**config.mk**
```make
export PLATFORM = sky130hd
export DESIGN_NAME = pwm_duty_meter
export DESIGN_NICKNAME = d
export VERILOG_FILES = /design/src/rtl/pwm_meter_pkg.sv /design/src/rtl/pwm_duty_div.sv /design/src/rtl/pwm_duty_meter.sv
export SDC_FILE = /design/constraint.sdc
export NUM_CORES = 1
export LEC_CHECK = 0
export ABC_AREA = 0
export CAP_MARGIN = 30
export CORE_ASPECT_RATIO = 0.9
export CORE_MARGIN = 5
export CORE_UTILIZATION = 41
export DETAILED_ROUTE_END_ITERATION = 7
export SLEW_MARGIN = 20
export SYNTH_ARGS = -nofsm -noshare
export SYNTH_HDL_FRONTEND = slang
export SYNTH_SLANG_ARGS = --single-unit
export TNS_END_PERCENT = 100
```
**constraint.sdc**
```tcl
create_clock -name clk -period 4.8 [get_ports clk]
set_input_delay 0.72 -clock clk [delete_from_list [all_inputs] [get_ports clk]]
set_output_delay 0.72 -clock clk [all_outputs]
set_load 0.01 [all_outputs]
```
**src/rtl/pwm_meter_pkg.sv**
```systemverilog
// Shared definitions for the PWM duty meter.
//   edge_state_t : edge-tracking FSM states (SEEK / TRACK / TIMEOUT)
//   DUTY_STEPS   : duty resolution (tenths)
//   DIV_ITER     : restoring-divider iterations (quotient bits)
package pwm_meter_pkg;

    typedef enum logic [1:0] {
        SEEK    = 2'd0,
        TRACK   = 2'd1,
        TIMEOUT = 2'd2
    } edge_state_t;

    localparam int unsigned DUTY_STEPS = 10;
    localparam int unsigned DIV_ITER   = 4;

endpackage

```
**src/rtl/pwm_duty_div.sv**
```systemverilog
// Start/busy/done restoring divider producing
//   quot = (DUTY_STEPS*high_time + period/2) / period.
// Ports:
//   clk, rst  : clock, synchronous active-high reset
//   start     : latch operands and begin; restarts (aborts) any division in flight
//   high_time : H operand, sampled on start
//   period    : P operand, sampled on start
//   done      : high during the final iteration cycle, quot valid with it
//   quot      : 4-bit quotient (0..10 since H < P)
module pwm_duty_div
    import pwm_meter_pkg::*;
#(
    parameter int unsigned CNT_W = 16
) (
    input  logic             clk,
    input  logic             rst,
    input  logic             start,
    input  logic [CNT_W-1:0] high_time,
    input  logic [CNT_W-1:0] period,
    output logic             done,
    output logic [3:0]       quot
);

    localparam int unsigned NW = CNT_W + 4;
    localparam int unsigned IW = $clog2(DIV_ITER);

    logic [NW-1:0]       rem_q;
    logic [NW-1:0]       den_q;
    logic [DIV_ITER-1:0] q_q;
    logic [IW-1:0]       iter_q;
    logic                busy;
    logic                ge;
    logic                last;
    logic [NW-1:0]       num;
    logic [NW-1:0]       den0;

    assign num  = NW'(high_time) * NW'(DUTY_STEPS) + NW'(period >> 1);
    // Divisor starts aligned to the quotient MSB and walks down one bit per cycle.
    assign den0 = NW'(period) << (DIV_ITER - 1);
    assign ge   = (rem_q >= den_q);
    assign last = (iter_q == IW'(DIV_ITER - 1));

    // A simultaneous restart suppresses the result of the old operands.
    assign done = busy && last && !start;
    assign quot = {q_q[DIV_ITER-2:0], ge};

    always_ff @(posedge clk) begin
        if (rst) begin
            busy   <= 1'b0;
            iter_q <= '0;
            rem_q  <= '0;
            den_q  <= '0;
            q_q    <= '0;
        end else if (start) begin
            busy   <= 1'b1;
            iter_q <= '0;
            rem_q  <= num;
            den_q  <= den0;
            q_q    <= '0;
        end else if (busy) begin
            if (ge) begin
                rem_q <= rem_q - den_q;
            end
            den_q  <= den_q >> 1;
            q_q    <= {q_q[DIV_ITER-2:0], ge};
            iter_q <= iter_q + 1'b1;
            if (last) begin
                busy <= 1'b0;
            end
        end
    end

endmodule

```
**src/rtl/pwm_duty_meter.sv**
```systemverilog
// PWM duty meter: measures period and high time of an asynchronous PWM input
// in clock cycles and reports the rounded duty in tenths.
// Ports:
//   clk, rst    : clock, synchronous active-high reset
//   pwm_in      : asynchronous PWM input
//   period      : clocks between the last two rising edges
//   high_time   : clocks from rising to falling edge within that period
//   duty_tenths : rounded duty 0..10
//   meas_valid  : one-cycle strobe, outputs updated in the same cycle
//   no_signal   : set on timeout, cleared by the next rising edge
// Build option: PWM_METER_GLITCH_FILTER_EN enables a 3-sample glitch filter.
module pwm_duty_meter
    import pwm_meter_pkg::*;
#(
    parameter int unsigned CNT_W = 16
) (
    input  logic             clk,
    input  logic             rst,
    input  logic             pwm_in,
    output logic [CNT_W-1:0] period,
    output logic [CNT_W-1:0] high_time,
    output logic [3:0]       duty_tenths,
    output logic             meas_valid,
    output logic             no_signal
);

    logic             sync1;
    logic             sync2;
    logic             s;
    logic             s_d;
    logic             rise;
    logic             fall;
    logic [CNT_W-1:0] cnt;
    logic [CNT_W-1:0] hreg;
    logic [CNT_W-1:0] p_cap;
    logic [CNT_W-1:0] h_cap;
    logic             cnt_max;
    logic             capture;
    logic             to_timeout;
    logic             div_done;
    logic [3:0]       div_quot;
    edge_state_t      state_q;
    edge_state_t      state_d;

    always_ff @(posedge clk) begin
        if (rst) begin
            sync1 <= 1'b0;
            sync2 <= 1'b0;
        end else begin
            sync1 <= pwm_in;
            sync2 <= sync1;
        end
    end

`ifdef PWM_METER_GLITCH_FILTER_EN
    logic sync3;
    logic s_q;

    // s follows only after three equal consecutive synchronized samples;
    // both edges see the same extra delay, so P and H are unaffected.
    always_ff @(posedge clk) begin
        if (rst) begin
            sync3 <= 1'b0;
            s_q   <= 1'b0;
        end else begin
            sync3 <= sync2;
            if (sync1 == sync2 && sync2 == sync3) begin
                s_q <= sync1;
            end
        end
    end

    assign s = s_q;
`else
    assign s = sync2;
`endif

    always_ff @(posedge clk) begin
        if (rst) begin
            s_d <= 1'b0;
        end else begin
            s_d <= s;
        end
    end

    assign rise    = s & ~s_d;
    assign fall    = ~s & s_d;
    assign cnt_max = (cnt == '1);

    always_ff @(posedge clk) begin
        if (rst) begin
            cnt  <= '0;
            hreg <= '0;
        end else begin
            if (rise) begin
                cnt <= CNT_W'(1);
            end else if (!cnt_max) begin
                cnt <= cnt + 1'b1;
            end
            if (fall) begin
                hreg <= cnt;
            end
        end
    end

    always_ff @(posedge clk) begin
        if (rst) begin
            state_q <= SEEK;
        end else begin
            state_q <= state_d;
        end
    end

    // Saturation wins over a coincident rise: that period is not measurable.
    always_comb begin
        state_d    = state_q;
        capture    = 1'b0;
        to_timeout = 1'b0;
        case (state_q)
            SEEK: begin
                if (rise) begin
                    state_d = TRACK;
                end
            end
            TRACK: begin
                if (cnt_max) begin
                    state_d    = TIMEOUT;
                    to_timeout = 1'b1;
                end else if (rise) begin
                    capture = 1'b1;
                end
            end
            TIMEOUT: begin
                if (rise) begin
                    state_d = TRACK;
                end
            end
            default: begin
                state_d = SEEK;
            end
        endcase
    end

    // P/H held alongside the division so they are published with its quotient.
    always_ff @(posedge clk) begin
        if (rst) begin
            p_cap <= '0;
            h_cap <= '0;
        end else if (capture) begin
            p_cap <= cnt;
            h_cap <= hreg;
        end
    end

    pwm_duty_div #(
        .CNT_W(CNT_W)
    ) u_div (
        .clk      (clk),
        .rst      (rst),
        .start    (capture),
        .high_time(hreg),
        .period   (cnt),
        .done     (div_done),
        .quot     (div_quot)
    );

    always_ff @(posedge clk) begin
        if (rst) begin
            period      <= '0;
            high_time   <= '0;
            duty_tenths <= '0;
            meas_valid  <= 1'b0;
            no_signal   <= 1'b0;
        end else begin
            meas_valid <= 1'b0;
            if (to_timeout) begin
                meas_valid  <= 1'b1;
                period      <= '0;
                high_time   <= '0;
                duty_tenths <= s ? 4'(DUTY_STEPS) : 4'd0;
                no_signal   <= 1'b1;
            end else if (div_done) begin
                meas_valid  <= 1'b1;
                period      <= p_cap;
                high_time   <= h_cap;
                duty_tenths <= div_quot;
            end
            if (state_q == TIMEOUT && rise) begin
                no_signal <= 1'b0;
            end
        end
    end

endmodule

```
; After elaboration in Yosys (flattened, before gate mapping)
; Index checks and enable logic that the tools add are counted.
[totals]
regBits = 152
output_inout_bits = 38
[classes]
n_addsub = 4
multipliers = 1
order_cmp = 1
eq_ne = 7
muxes = 23
n_bitwise = 4
n_reduce_logical = 15
[op_table]
columns = op, n
row1 = 20-bit 2-to-1 mux, 3
row2 = 19-bit 2-to-1 mux, 2
row3 = 20-bit by 15-bit adder with 20-bit output, 1
row4 = 20-bit by 19-bit greater-or-equal comparator with 1-bit output, 1
row5 = 20-bit by 19-bit subtractor with 20-bit output, 1
row6 = 16-bit by 3-bit multiplier with 19-bit output (second input constant), 1
row7 = 16-bit by 1-bit adder with 16-bit output (second input constant), 1
row8 = 16-bit equality test (second input constant), 1
row9 = 1-bit 2-to-1 mux, 12
row10 = 4-bit 2-to-1 mux, 3
row11 = 2-bit OR reduction, 5
row12 = 2-bit nonzero test, 3
row13 = 2-bit equality test (second input constant), 2
row14 = 2-bit 2-to-1 mux, 2
row15 = 2-bit != test (second input constant), 2
row16 = 2-bit case mux with 2 select lines, 1
row17 = 2-bit AND reduction, 2
row18 = 1-bit logical AND, 3
row19 = 2-bit by 1-bit adder with 2-bit output (second input constant), 1
row20 = 1-bit bitwise AND, 2
row21 = 2-bit by 1-bit equality test with 1-bit output (second input constant), 1
row22 = 2-bit logical NOT, 1
row23 = 2-bit by 1-bit != test with 1-bit output (second input constant), 1
row24 = 1-bit NOT, 2
row25 = 1-bit logical NOT, 1

; Depth between registers and ports, before layout
[logic_depth]
depth_word = 9
mapped_depth = 19

; Cells and area by module
; Synthesis repeated with hierarchy kept, for this count alone.
[unflattened]
hier_cells = 1032
hier_area_um2 = 8785.9
[modules_own_cells]
columns = mod, n_inst, cells_per_inst, area_each_um2, seq_area_each_um2
row1 = pwm_duty_div, 1, 575, 4588.2, 900.9
row2 = pwm_duty_meter, 1, 457, 4197.8, 2142.1

; Least setup slack after synthesis
; No wires, ideal clock.
[synth_timing]
kind = flip-flop to flip-flop
from = register hreg[2]
to = register u_div.rem_q[16]
setup_time_ns = 0.086
arrival_time_ns = 3.567
path_slack_ns = 1.147
path_stages_with_launch = 20
n_path_buf = 0
path_cell_list = dfxtp_1 -> ha_1 -> ha_1 -> a211oi_1 -> nor2_1 -> o21a_1 -> nor2_1 -> o21bai_1 -> a21oi_1 -> xnor2_1 -> ha_1 -> a21o_1 -> a21o_1 -> nor3_1 -> nor2_1 -> and3_1 -> o21ai_0 -> xnor2_1 -> nor2_1 -> a211oi_1
[synth_between]
elab_chain_len = 3
[synth_rtl]
columns = item, line
row1 = start: declaration, pwm_duty_meter.sv:34  ; logic [CNT_W-1:0] hreg;
row2 = start signal: assignment, pwm_duty_meter.sv:101  ; hreg <= cnt;
row3 = 16-bit by 3-bit multiplier with 19-bit output, pwm_duty_div.sv:37  ; assign num = NW'(high_time) * NW'(DUTY_STEPS) + NW'(period >> 1);
row4 = 20-bit by 15-bit adder with 20-bit output, pwm_duty_div.sv:37
row5 = 20-bit 2-to-1 mux, pwm_duty_div.sv:54  ; end else if (start) begin
row6 = end signal: assignment, pwm_duty_div.sv:57  ; rem_q <= num;
row7 = end signal: assignment, pwm_duty_div.sv:62  ; rem_q <= rem_q - den_q;
row8 = end: declaration, pwm_duty_div.sv:27  ; logic [NW-1:0] rem_q;
; Every way passes these cells.
; A chain may end at the register's enable or synchronous reset.

; Worst setup path in the final report
; Same ends and word-level chain as after synthesis.

==> reports/metrics.cfg <==
[status]
outcome = finished clean

[cells_and_area]
most-common-layout-cells = nand2_1 (205), dfxtp_1 (152), a21oi_1 (125)
layout_commonest_cell = nand2_1
nets = 1128
drive_gt1_frac = 0.108
n_fill_cell = 2002
n_antenna_cell = 0
design_area_sq_um = 9510
synthToLayoutAreaGrowth_pct = 12.9
utilization = 0.473

[power]
peakVddDrop_mv = 0.236
power.density_nw_per_um2 = 290
total_leakage_power_nw = 3.62

[synthesis]
synth-edff-count = 0
syn_area_sq_um = 8420
synth_fp_nets = 1111
synth_cell_type_count = 54
synthCells = 1041
ys_warn_count = 0
synthFlopType = dfxtp_1
synth_seq_cells = 152
async_reset_ff_frac = 0
ys_seq_area_frac = 0.361
syn_area_per_cell_sq_um = 8.09

[grt]
grt_antenna_before_repair = 0
grt_max_degree = 73
overflow = 0
grt.total_usage = 0.179
grt_pass1_vias = 6620
grt_pass1_wl_mm = 34.5

[clock_tree]
clkSlewWorstSetupHoldPaths_ns = 0.07
worstSkewPairLatency_ns = 0.43
ctsHoldBuffers = 0
post_cts_buffers = 0
ctsResizeCount = 0
htree_levels = 4
cts-buffers-inserted = 17
clock_path_buffers = 2
cts_root_buf = clkbuf_16
numClockSinks = 152
cts_tree = done

[placement]
dp_hpwl_mm = 15.6
dpl_cell_area_sq_um = 8930
pre_cts_slack_ns = 0.843
portBuffers = 40
gp_congestion = 0.835

[drt]
routed.top_layer = met4
wl_met3_um = 715
vias_per_cell = 5.33
wl_mm = 20.9
wl_met2_mm = 9.24
routedWlPerCell_um = 15.8
firstDrtPassIters = 4
drc_errors = 0
antenna_left = 0
initialDrtViolationCount = 430
num_vias = 7067
drt-met1-wl_mm = 10.7

[min_path]
min_path_type = reg -> reg

[die]
core.rowCount = 49
dieArea_sq_um = 23500
initial_core_util = 0.419
die_y_um = 146
die_x_um = 161
core_area_sq_um = 20100
io_pins = 41

[sta]
relSlewSlack = 0.461
setup_tns_ns = 0
grt_setup_unrepaired = no
fin_hold_ws_ns = 0.430
setup_viol = 0
slew_violations = 0
setup_ws_ns = 0.841
hold_viol_final = 0
worst_pin_slew_ns = 0.788
period_share = 0.825
clock_skew_ns = 0.0174
fmax_mhz = 253
finalCriticalPeriod_ns = 3.96

[worst_setup_path]
cp_max_fo = 4
critical_path_arrival_ns = 4.29
worst_setup_path_end_kind = flop
worstSetupStartpointType = flop
worst_ep_required_time_ns = 5.14
criticalPathCategory = reg -> reg

[run]
maxCapViolations = 0

-- kinds of logic after synthesis --
family,Yosys count,share of synthesized area
and+or+nand+nor,382,0.206
AOI/OAI and AO/OA,290,0.214
DFF,152,0.361
buffers and inverters,89,0.0511
adders and majority gates,67,0.102
xor gates and xnor gates,52,0.0541
muxes,9,0.0107
-- registers in the layout (all words and copies together) (netlist names), 2 cells and up --
| register | count |
|---|---|
| high_time | 16 |
| u_div.q_q | 3 |
| state_q | 2 |
| hreg | 16 |
| u_div.iter_q | 2 |
| u_div.den_q | 19 |
| p_cap | 16 |
| period | 16 |
| cnt | 16 |
| duty_tenths | 4 |
| h_cap | 16 |
| u_div.rem_q | 20 |
-- worst max-delay path, cell delays in order, from the launching register on --
cell and delay, ns:
dfxtp_1 0.35, ha_1 0.33, ha_1 0.31, a211oi_1 0.25, nor2_1 0.12, o21a_1 0.17
nor2_1 0.15, o21bai_1 0.08, a21oi_1 0.17, xnor2_1 0.14, ha_1 0.29, a21o_1 0.19
a21o_1 0.20, nor3_1 0.23, nor2_1 0.09, and3_1 0.21, o21ai_0 0.19, xnor2_1 0.14
nor2_1 0.05, a211oi_1 0.21
-- cell usage after synthesis (all sizes together), types with 3 or more instances --
| master | count | share of area |
|---|---|---|
| o211ai | 7 | 0.0062 |
| nor2b | 11 | 0.0082 |
| o31a | 3 | 0.0031 |
| dfxtp | 152 | 0.36 |
| xnor2 | 28 | 0.029 |
| nand2 | 236 | 0.12 |
| a2111oi | 3 | 0.0031 |
| and3 | 14 | 0.012 |
| ha | 64 | 0.095 |
| o21bai | 7 | 0.0062 |
| a311oi | 3 | 0.0031 |
| clkbuf | 31 | 0.014 |
| inv | 37 | 0.016 |
| nand3 | 8 | 0.0054 |
| nor3 | 13 | 0.0077 |
| xor2 | 24 | 0.025 |
| o21a | 13 | 0.012 |
| buf | 21 | 0.021 |
| or2 | 4 | 0.0033 |
| a211oi | 17 | 0.016 |
| nor2 | 62 | 0.028 |
| a21oi | 157 | 0.11 |
| mux2i | 9 | 0.011 |
| nand2b | 16 | 0.012 |
| fa | 3 | 0.0071 |
| a21o | 17 | 0.015 |
| o21ai | 48 | 0.029 |
| a31oi | 7 | 0.0052 |
| nand4 | 8 | 0.0059 |
-- per-layer routing --
metal  vias to the layer above  track usage
li1                       3613            -
met1                      3324        0.257
met2                       112        0.281
met3                        18       0.0286
met4                         0       0.0490
met5                         -            0
-- per-stage QoR --
step / cells / total power [mW]
after floorplan: 1041 / 1.42
after detailed placement: 1294 / 1.46
after global routing: 1326 / 2.84
after CTS: 1326 / 2.78
after global placement: 1293 / 1.46
final: 1326 / 2.75
-- cell type report --
cell class	instances	area, sq um	share of cell area
well taps	255	319	0.0336
clock buffers	19	443	0.0466
multi-input cells	800	4950	0.520
inverters	37	139	0.0146
repair buffers	50	483	0.0508
flip-flops and latches	152	3040	0.320
clock inverters	13	134	0.0141
-- path summary, 6_finish.rpt --
kind / from / to / slack, ns / cells past startpoint
worst max-delay path: hreg[2]$_SDFFE_PP0P_ / u_div.rem_q[16]$_SDFFE_PP0P_ / 0.84 / 19
worst min register to register: sync1$_SDFF_PP0_ / s$_SDFF_PP0_ / 0.43 / 1
worst max register to register: hreg[2]$_SDFFE_PP0P_ / u_div.rem_q[16]$_SDFFE_PP0P_ / 0.84 / 19
worst min-delay path: sync1$_SDFF_PP0_ / s$_SDFF_PP0_ / 0.43 / 1
-- power by group --
part | internal (mW) | switching [mW]
registers | 1.27 | 0.00774
clock network | 0.741 | 0.583
logic | 0.0584 | 0.0948
total | 2.07 | 0.685
Note: power is estimated with default switching activity, not from simulation.
